### config.mk
export PLATFORM = sky130hd
export DESIGN_NAME = load_store_unit
export DESIGN_NICKNAME = d
export VERILOG_FILES = /design/src/rtl/load_store_unit_pkg.sv /design/src/rtl/lsu_load_align.sv /design/src/rtl/load_store_unit.sv
export SDC_FILE = /design/constraint.sdc
export NUM_CORES = 1
export LEC_CHECK = 0
export ABC_AREA = 0
export BUFFER_PORTS_ARGS = -buffer_cell sky130_fd_sc_hd__buf_2
export CORE_MARGIN = 8
export CORE_UTILIZATION = 45
export DETAILED_ROUTE_END_ITERATION = 12
export HOLD_SLACK_MARGIN = 0.02
export PLACE_DENSITY = 0.85
export SETUP_SLACK_MARGIN = 0.15
export SYNTH_ARGS = -nofsm -noshare
export SYNTH_HDL_FRONTEND = slang
export SYNTH_SLANG_ARGS = --single-unit
export TNS_END_PERCENT = 30
### constraint.sdc
create_clock -name clk -period 4.02 [get_ports clk]
set_input_delay 0.603 -clock clk [delete_from_list [all_inputs] [get_ports clk]]
set_output_delay 0.603 -clock clk [all_outputs]
set_load 0.01 [all_outputs]
### src/rtl/load_store_unit_pkg.sv
// Shared load/store definitions: memory op encoding, register names, LSU FSM state
// and small decode helpers.
package load_store_unit_pkg;

  typedef enum logic [2:0] {
    ld_byte_s, ld_byte_u, ld_half_word_s, ld_half_word_u, ld_word,
    str_byte, str_half_word, str_word
  } mem_operation_t;

  typedef logic [4:0] regName_t;

  typedef enum logic [1:0] {IDLE, REQ, WAIT, DONE} lsu_state_t;

  localparam logic [1:0] SZ_BYTE = 2'd0;
  localparam logic [1:0] SZ_HALF = 2'd1;
  localparam logic [1:0] SZ_WORD = 2'd2;

  // Loads occupy the low encodings, so a single compare classifies the op.
  function automatic logic is_load(mem_operation_t op);
    return op <= ld_word;
  endfunction

  function automatic logic [1:0] op_size(mem_operation_t op);
    case (op)
      ld_byte_s, ld_byte_u, str_byte:                 return SZ_BYTE;
      ld_half_word_s, ld_half_word_u, str_half_word:  return SZ_HALF;
      default:                                        return SZ_WORD;
    endcase
  endfunction

endpackage

### src/rtl/lsu_load_align.sv
// Combinational load extractor: picks the byte/half out of a read word by offset and
// sign- or zero-extends it according to the load op.
module lsu_load_align
  import load_store_unit_pkg::*;
#(
  parameter int XLEN = 32
) (
  input  logic [XLEN-1:0] word,
  input  logic [1:0]      offset,
  input  mem_operation_t  mem_op,
  output logic [XLEN-1:0] result
);

  logic [7:0]  b;
  logic [15:0] h;

  always_comb begin
    b = word[{offset, 3'b000} +: 8];
    h = offset[1] ? word[31:16] : word[15:0];
    case (mem_op)
      ld_byte_s:      result = {{(XLEN-8){b[7]}}, b};
      ld_byte_u:      result = {{(XLEN-8){1'b0}}, b};
      ld_half_word_s: result = {{(XLEN-16){h[15]}}, h};
      ld_half_word_u: result = {{(XLEN-16){1'b0}}, h};
      default:        result = word;
    endcase
  end

endmodule

### src/rtl/load_store_unit.sv
// Load/store unit: single-outstanding req/gnt/rvalid data-memory master with byte lanes,
// load extension and wait timeout. Optional MISALIGN_TRAP_EN traps misaligned halves/words.
module load_store_unit
  import load_store_unit_pkg::*;
#(
  parameter int XLEN    = 32,
  parameter int TIMEOUT = 255
) (
  input  logic            clk,
  input  logic            rst,
  input  logic            lsu_valid,
  output logic            lsu_ready,
  input  mem_operation_t  mem_op,
  input  logic [XLEN-1:0] lsu_addr,
  input  logic [XLEN-1:0] lsu_wdata,
  input  regName_t        lsu_rd,
  output logic            done,
  output logic [XLEN-1:0] rdata,
  output regName_t        rd_out,
  output logic            bus_err,
`ifdef MISALIGN_TRAP_EN
  output logic            misalign,
`endif
  output logic            dmem_req,
  output logic            dmem_we,
  output logic [3:0]      dmem_be,
  output logic [XLEN-1:0] dmem_addr,
  output logic [XLEN-1:0] dmem_wdata,
  input  logic            dmem_gnt,
  input  logic            dmem_rvalid,
  input  logic [XLEN-1:0] dmem_rdata
);

  localparam int NUM_LANES = XLEN / 8;
  localparam int CW = (TIMEOUT > 1) ? $clog2(TIMEOUT) : 1;
  localparam logic [CW-1:0] CNT_LAST = CW'((TIMEOUT > 0) ? TIMEOUT - 1 : 0);

  lsu_state_t     state;
  mem_operation_t op_q;
  logic [1:0]     off_q;
  regName_t       rd_q;
  logic [CW-1:0]  cnt;

  logic [1:0]                 sz;
  logic [1:0]                 off;
  logic [NUM_LANES-1:0]       be_nxt;
  logic [NUM_LANES-1:0][7:0]  wdata_nxt;
  logic [XLEN-1:0]            load_res;
  logic                       timeout_hit;

  assign sz = op_size(mem_op);
  assign timeout_hit = (TIMEOUT != 0) && (cnt == CNT_LAST);

  // Without the trap, low address bits are dropped so the access is naturally aligned.
`ifdef MISALIGN_TRAP_EN
  logic misaligned;
  assign misaligned = ((sz == SZ_HALF) && lsu_addr[0]) ||
                      ((sz == SZ_WORD) && (lsu_addr[1:0] != 2'b00));
  assign off = lsu_addr[1:0];
`else
  assign off = (sz == SZ_BYTE) ? lsu_addr[1:0] :
               (sz == SZ_HALF) ? {lsu_addr[1], 1'b0} : 2'b00;
`endif

  always_comb begin
    case (sz)
      SZ_BYTE: be_nxt = NUM_LANES'(1) << off;
      SZ_HALF: be_nxt = NUM_LANES'(3) << off;
      default: be_nxt = '1;
    endcase
  end

  for (genvar i = 0; i < NUM_LANES; i++) begin : g_lane
    assign wdata_nxt[i] = (sz == SZ_BYTE) ? lsu_wdata[7:0] :
                          (sz == SZ_HALF) ? lsu_wdata[8*(i%2) +: 8] :
                                            lsu_wdata[8*i +: 8];
  end

  lsu_load_align #(.XLEN(XLEN)) u_align (
    .word   (dmem_rdata),
    .offset (off_q),
    .mem_op (op_q),
    .result (load_res)
  );

  always_ff @(posedge clk or posedge rst) begin
    if (rst) begin
      state      <= IDLE;
      op_q       <= ld_byte_s;
      off_q      <= '0;
      rd_q       <= '0;
      cnt        <= '0;
      lsu_ready  <= 1'b1;
      done       <= 1'b0;
      bus_err    <= 1'b0;
`ifdef MISALIGN_TRAP_EN
      misalign   <= 1'b0;
`endif
      rdata      <= '0;
      rd_out     <= '0;
      dmem_req   <= 1'b0;
      dmem_we    <= 1'b0;
      dmem_be    <= '0;
      dmem_addr  <= '0;
      dmem_wdata <= '0;
    end else begin
      done    <= 1'b0;
      bus_err <= 1'b0;
`ifdef MISALIGN_TRAP_EN
      misalign <= 1'b0;
`endif
      case (state)
        IDLE: if (lsu_valid) begin
          op_q      <= mem_op;
          off_q     <= off;
          rd_q      <= lsu_rd;
          lsu_ready <= 1'b0;
`ifdef MISALIGN_TRAP_EN
          if (misaligned) begin
            state    <= DONE;
            done     <= 1'b1;
            misalign <= 1'b1;
            rdata    <= '0;
            rd_out   <= '0;
          end else
`endif
          begin
            state      <= REQ;
            cnt        <= '0;
            dmem_req   <= 1'b1;
            dmem_we    <= !is_load(mem_op);
            dmem_be    <= be_nxt;
            dmem_addr  <= {lsu_addr[XLEN-1:2], 2'b00};
            dmem_wdata <= wdata_nxt;
          end
        end
        REQ: begin
          // rvalid arriving alongside gnt is a protocol error and is not looked at here.
          if (dmem_gnt) begin
            dmem_req <= 1'b0;
            dmem_we  <= 1'b0;
            dmem_be  <= '0;
            cnt      <= '0;
            if (is_load(op_q)) begin
              state <= WAIT;
            end else begin
              state  <= DONE;
              done   <= 1'b1;
              rd_out <= '0;
            end
          end else if (timeout_hit) begin
            dmem_req <= 1'b0;
            dmem_we  <= 1'b0;
            dmem_be  <= '0;
            state    <= DONE;
            done     <= 1'b1;
            bus_err  <= 1'b1;
            rdata    <= '0;
            rd_out   <= '0;
          end else begin
            cnt <= cnt + 1'b1;
          end
        end
        WAIT: begin
          if (dmem_rvalid) begin
            state  <= DONE;
            done   <= 1'b1;
            rdata  <= load_res;
            rd_out <= rd_q;
          end else if (timeout_hit) begin
            state   <= DONE;
            done    <= 1'b1;
            bus_err <= 1'b1;
            rdata   <= '0;
            rd_out  <= '0;
          end else begin
            cnt <= cnt + 1'b1;
          end
        end
        DONE: begin
          state     <= IDLE;
          lsu_ready <= 1'b1;
        end
        default: state <= IDLE;
      endcase
    end
  end

endmodule

==> impl_metrics.json <==
{
  "status": "completed",
  "critPathLaunchType": "register",
  "grt_pass1_vias": 5100,
  "power_frac_clock_pct": 27.2,
  "grt_max_degree": 129,
  "cap_viol_max_count": 0,
  "synth_edf_count": 0,
  "syn_to_final_growth_pct": 30.7,
  "synth_seq_cells": 128,
  "power_density_mw_per_mm2": 795,
  "p_int_mw": 4.04,
  "yosysUniqueCellTypes": 56,
  "wl_per_cell_um": 18.5,
  "fin_tns_setup_ns": 0,
  "ys_top_cells_by_area": "dfrtp_1 53%, mux2_2 10%, mux2i_1 4.5%, a221o_1 3.9%, o21ai_0 3.3%",
  "fmax_mhz": 367,
  "drt-total-wl_um": 16700,
  "antenna_found_initial": 0,
  "mostFrequentLayoutCells": "216 x buf_2, 127 x dfrtp_1, 54 x mux2_2",
  "combinationalPowerShare_pct": 35.9,
  "finalHoldViolations": 0,
  "drtIter0Drc": 345,
  "gp_congestion": 0.862,
  "finalClockSkew_ns": 0.00639,
  "antenna_left": 0,
  "grt_use_total_pct": 20.1,
  "p_sw_mw": 2.14,
  "worst-endpoint-required_ns": 4.37,
  "syn_area_per_cell_um2": 11.9,
  "cts_made_buffers": 17,
  "switching_share_pct": 34.6,
  "num_antenna_cells": 0,
  "syn_inst": 499,
  "worstHoldPathType": "in -> async",
  "portBuffers": 216,
  "ys_seq_area_share_pct": 53.9,
  "startpoint": "state[0]$_DFFE_PP0P_",
  "dr.pass1.iters": 5,
  "irDropWorstVdd_v": 0.000421,
  "synth_top_area_share_pct": 53.4,
  "relSlewSlack_pct": 27.4,
  "yosysWarnings": 0,
  "whs_ns": 0.354,
  "cts_hold_buf": 0,
  "ff2ff_path_depth": 6,
  "p_seq_share_pct": 36.9,
  "fp.dieW_um": 131,
  "timing.final.crit_share_pct": 67.7,
  "power_leakage_nw": 3.82,
  "dr_total_vias": 4887,
  "clk_latency_ns": 0.42,
  "grt_pass1_wl_um": 26400,
  "timing.rr.start": "state[0]$_DFFE_PP0P_",
  "cts_setup_buffers": 0,
  "cts.path.max_buffers": 2,
  "drive_above_1_share_pct": 44.5,
  "tritoncts": "built",
  "start_util_pct": 45.5,
  "htree_levels": 4,
  "setup-violations-final": 0,
  "num_io_pins": 219,
  "layout.nets": 825,
  "cts.sinks": 128,
  "drc": 0,
  "critPathKind": "reg -> reg",
  "die_h_um": 131,
  "layout_commonest_cell": "buf_2",
  "cts_resized": 0,
  "place.detailed.hpwl_um": 12200,
  "rrSetupSlack_ns": 1.30,
  "synth-async-reset-ratio_pct": 100,
  "placed_cell_area_mm2": 0.00714,
  "vias_per_cell": 5.44,
  "syn-cell-area_mm2": 0.00595,
  "grt_overflow": 0,
  "critical_path_arrival_ns": 3.07,
  "core_mm2": 0.0131,
  "slew_viol_final": 0,
  "rr_endpoint": "rdata[22]$_DFFE_PP0P_",
  "yosysTopAreaCell": "dfrtp_1",
  "endpoint": "rdata[22]$_DFFE_PP0P_",
  "clock-root-buffer": "clkbuf_16",
  "critPathCaptureType": "register",
  "finalInstanceArea_mm2": 0.00778,
  "tightest_slew_ns": 1.09,
  "rsz0062_at_grt": "no",
  "postLayoutCoreUtil_pct": 59.4,
  "rows": 42,
  "clk_pin_slew_ns": 0.06,
  "cp_max_fo": 17,
  "synth_ff_type": "dfrtp_1",
  "post-route-min-period_ns": 2.72,
  "die_area_mm2": 0.0172
}
sequential cells by signal, indices dropped and copies added, names as in the netlist:
signal      flops
bus_err         1
cnt             8
dmem_addr      30
dmem_be         4
dmem_req        1
dmem_wdata     32
dmem_we         1
done            1
lsu_ready       1
off_q           2
op_q            3
rd_out          5
rd_q            5
rdata          32
state           2
metal layers:
metal	vias to the layer above	routed length [um]	track usage [%]
li1	2270	-	-
met1	2383	6540	23.0
met2	204	8360	33.4
met3	30	1440	7.31
met4	0	322	8.04
met5	-	0	0
kinds of logic after synthesis:
kind of cell               count (synthesis)  synth area share, %
DFF                                      128                 53.9
other                                      1               0.0630
and+or+nand+nor                           99                 8.01
AOI/OAI and AO/OA                        137                 17.3
adders and majority gates                  7                 1.47
muxes                                     83                 15.5
buffers and inverters                     43                 3.64
xor gates and xnor gates                   1                0.147
stage by stage:
step,setup WS (ns),std cells,total power [mW]
global route,1.09,898,6.57
floorplan,1.84,500,3.61
global placement,1.42,866,4.44
detailed placement,1.38,866,4.53
CTS,1.32,898,6.24
finish,1.30,898,6.18
cells in the mapped netlist, types with 6 or more instances:
cell type  instances
a31oi_1            6
nand2_1           41
a221oi_1           8
a211oi_1           6
o21ai_0           39
a221o_1           23
dfrtp_1          127
ha_1               7
inv_1             14
a22o_1             9
mux2_2            54
a21oi_1            9
mux2i_1           27
nor2b_1           11
nand2b_1           7
nor3_1             8
clkbuf_1          18
nor2_1            14
power by group through the flow:
stage               Clock [mW]  Combinational [mW]  Sequential [mW]
floorplan                    0                1.16             2.45
detailed placement           0                2.25             2.27
CTS                       1.71                2.25             2.28
global placement             0                2.19             2.25
global route              1.77                2.44             2.36
finish                    1.68                2.22             2.28
worst min-delay path by stage:
stage,startpoint,end,slack [ns],cells after the start
after CTS,lsu_addr[5],dmem_addr[5]$_DFFE_PP0P_,0.40,2
after detailed placement,rdata[15]$_DFFE_PP0P_,rdata[15]$_DFFE_PP0P_,0.47,1
final,rst,dmem_wdata[4]$_DFFE_PP0P_,0.35,3
after global routing,lsu_addr[11],dmem_addr[11]$_DFFE_PP0P_,0.40,2
after global placement,dmem_req$_DFFE_PP0P_,dmem_req$_DFFE_PP0P_,0.46,1
after floorplan,rd_q[0]$_DFFE_PP0P_,rd_out[0]$_DFFE_PP0P_,0.46,1
critical path, stage by stage, from the launching register on:
cell     delay, ns
dfrtp_1       0.41
inv_1         0.14
ha_1          0.34
and2_1        0.26
nand2_1       0.29
nor2_1        0.90
a221o_1       0.30
cell type report:
cell class	instances	area [um2]
multi-input cells	329	2540
clock inverters	13	209
repair buffers	219	1120
well taps	176	220
fillers	1098	5310
flip-flops and latches	128	3200
inverters	14	56.3
clock buffers	19	433
(Power assumes the default switching activity.)
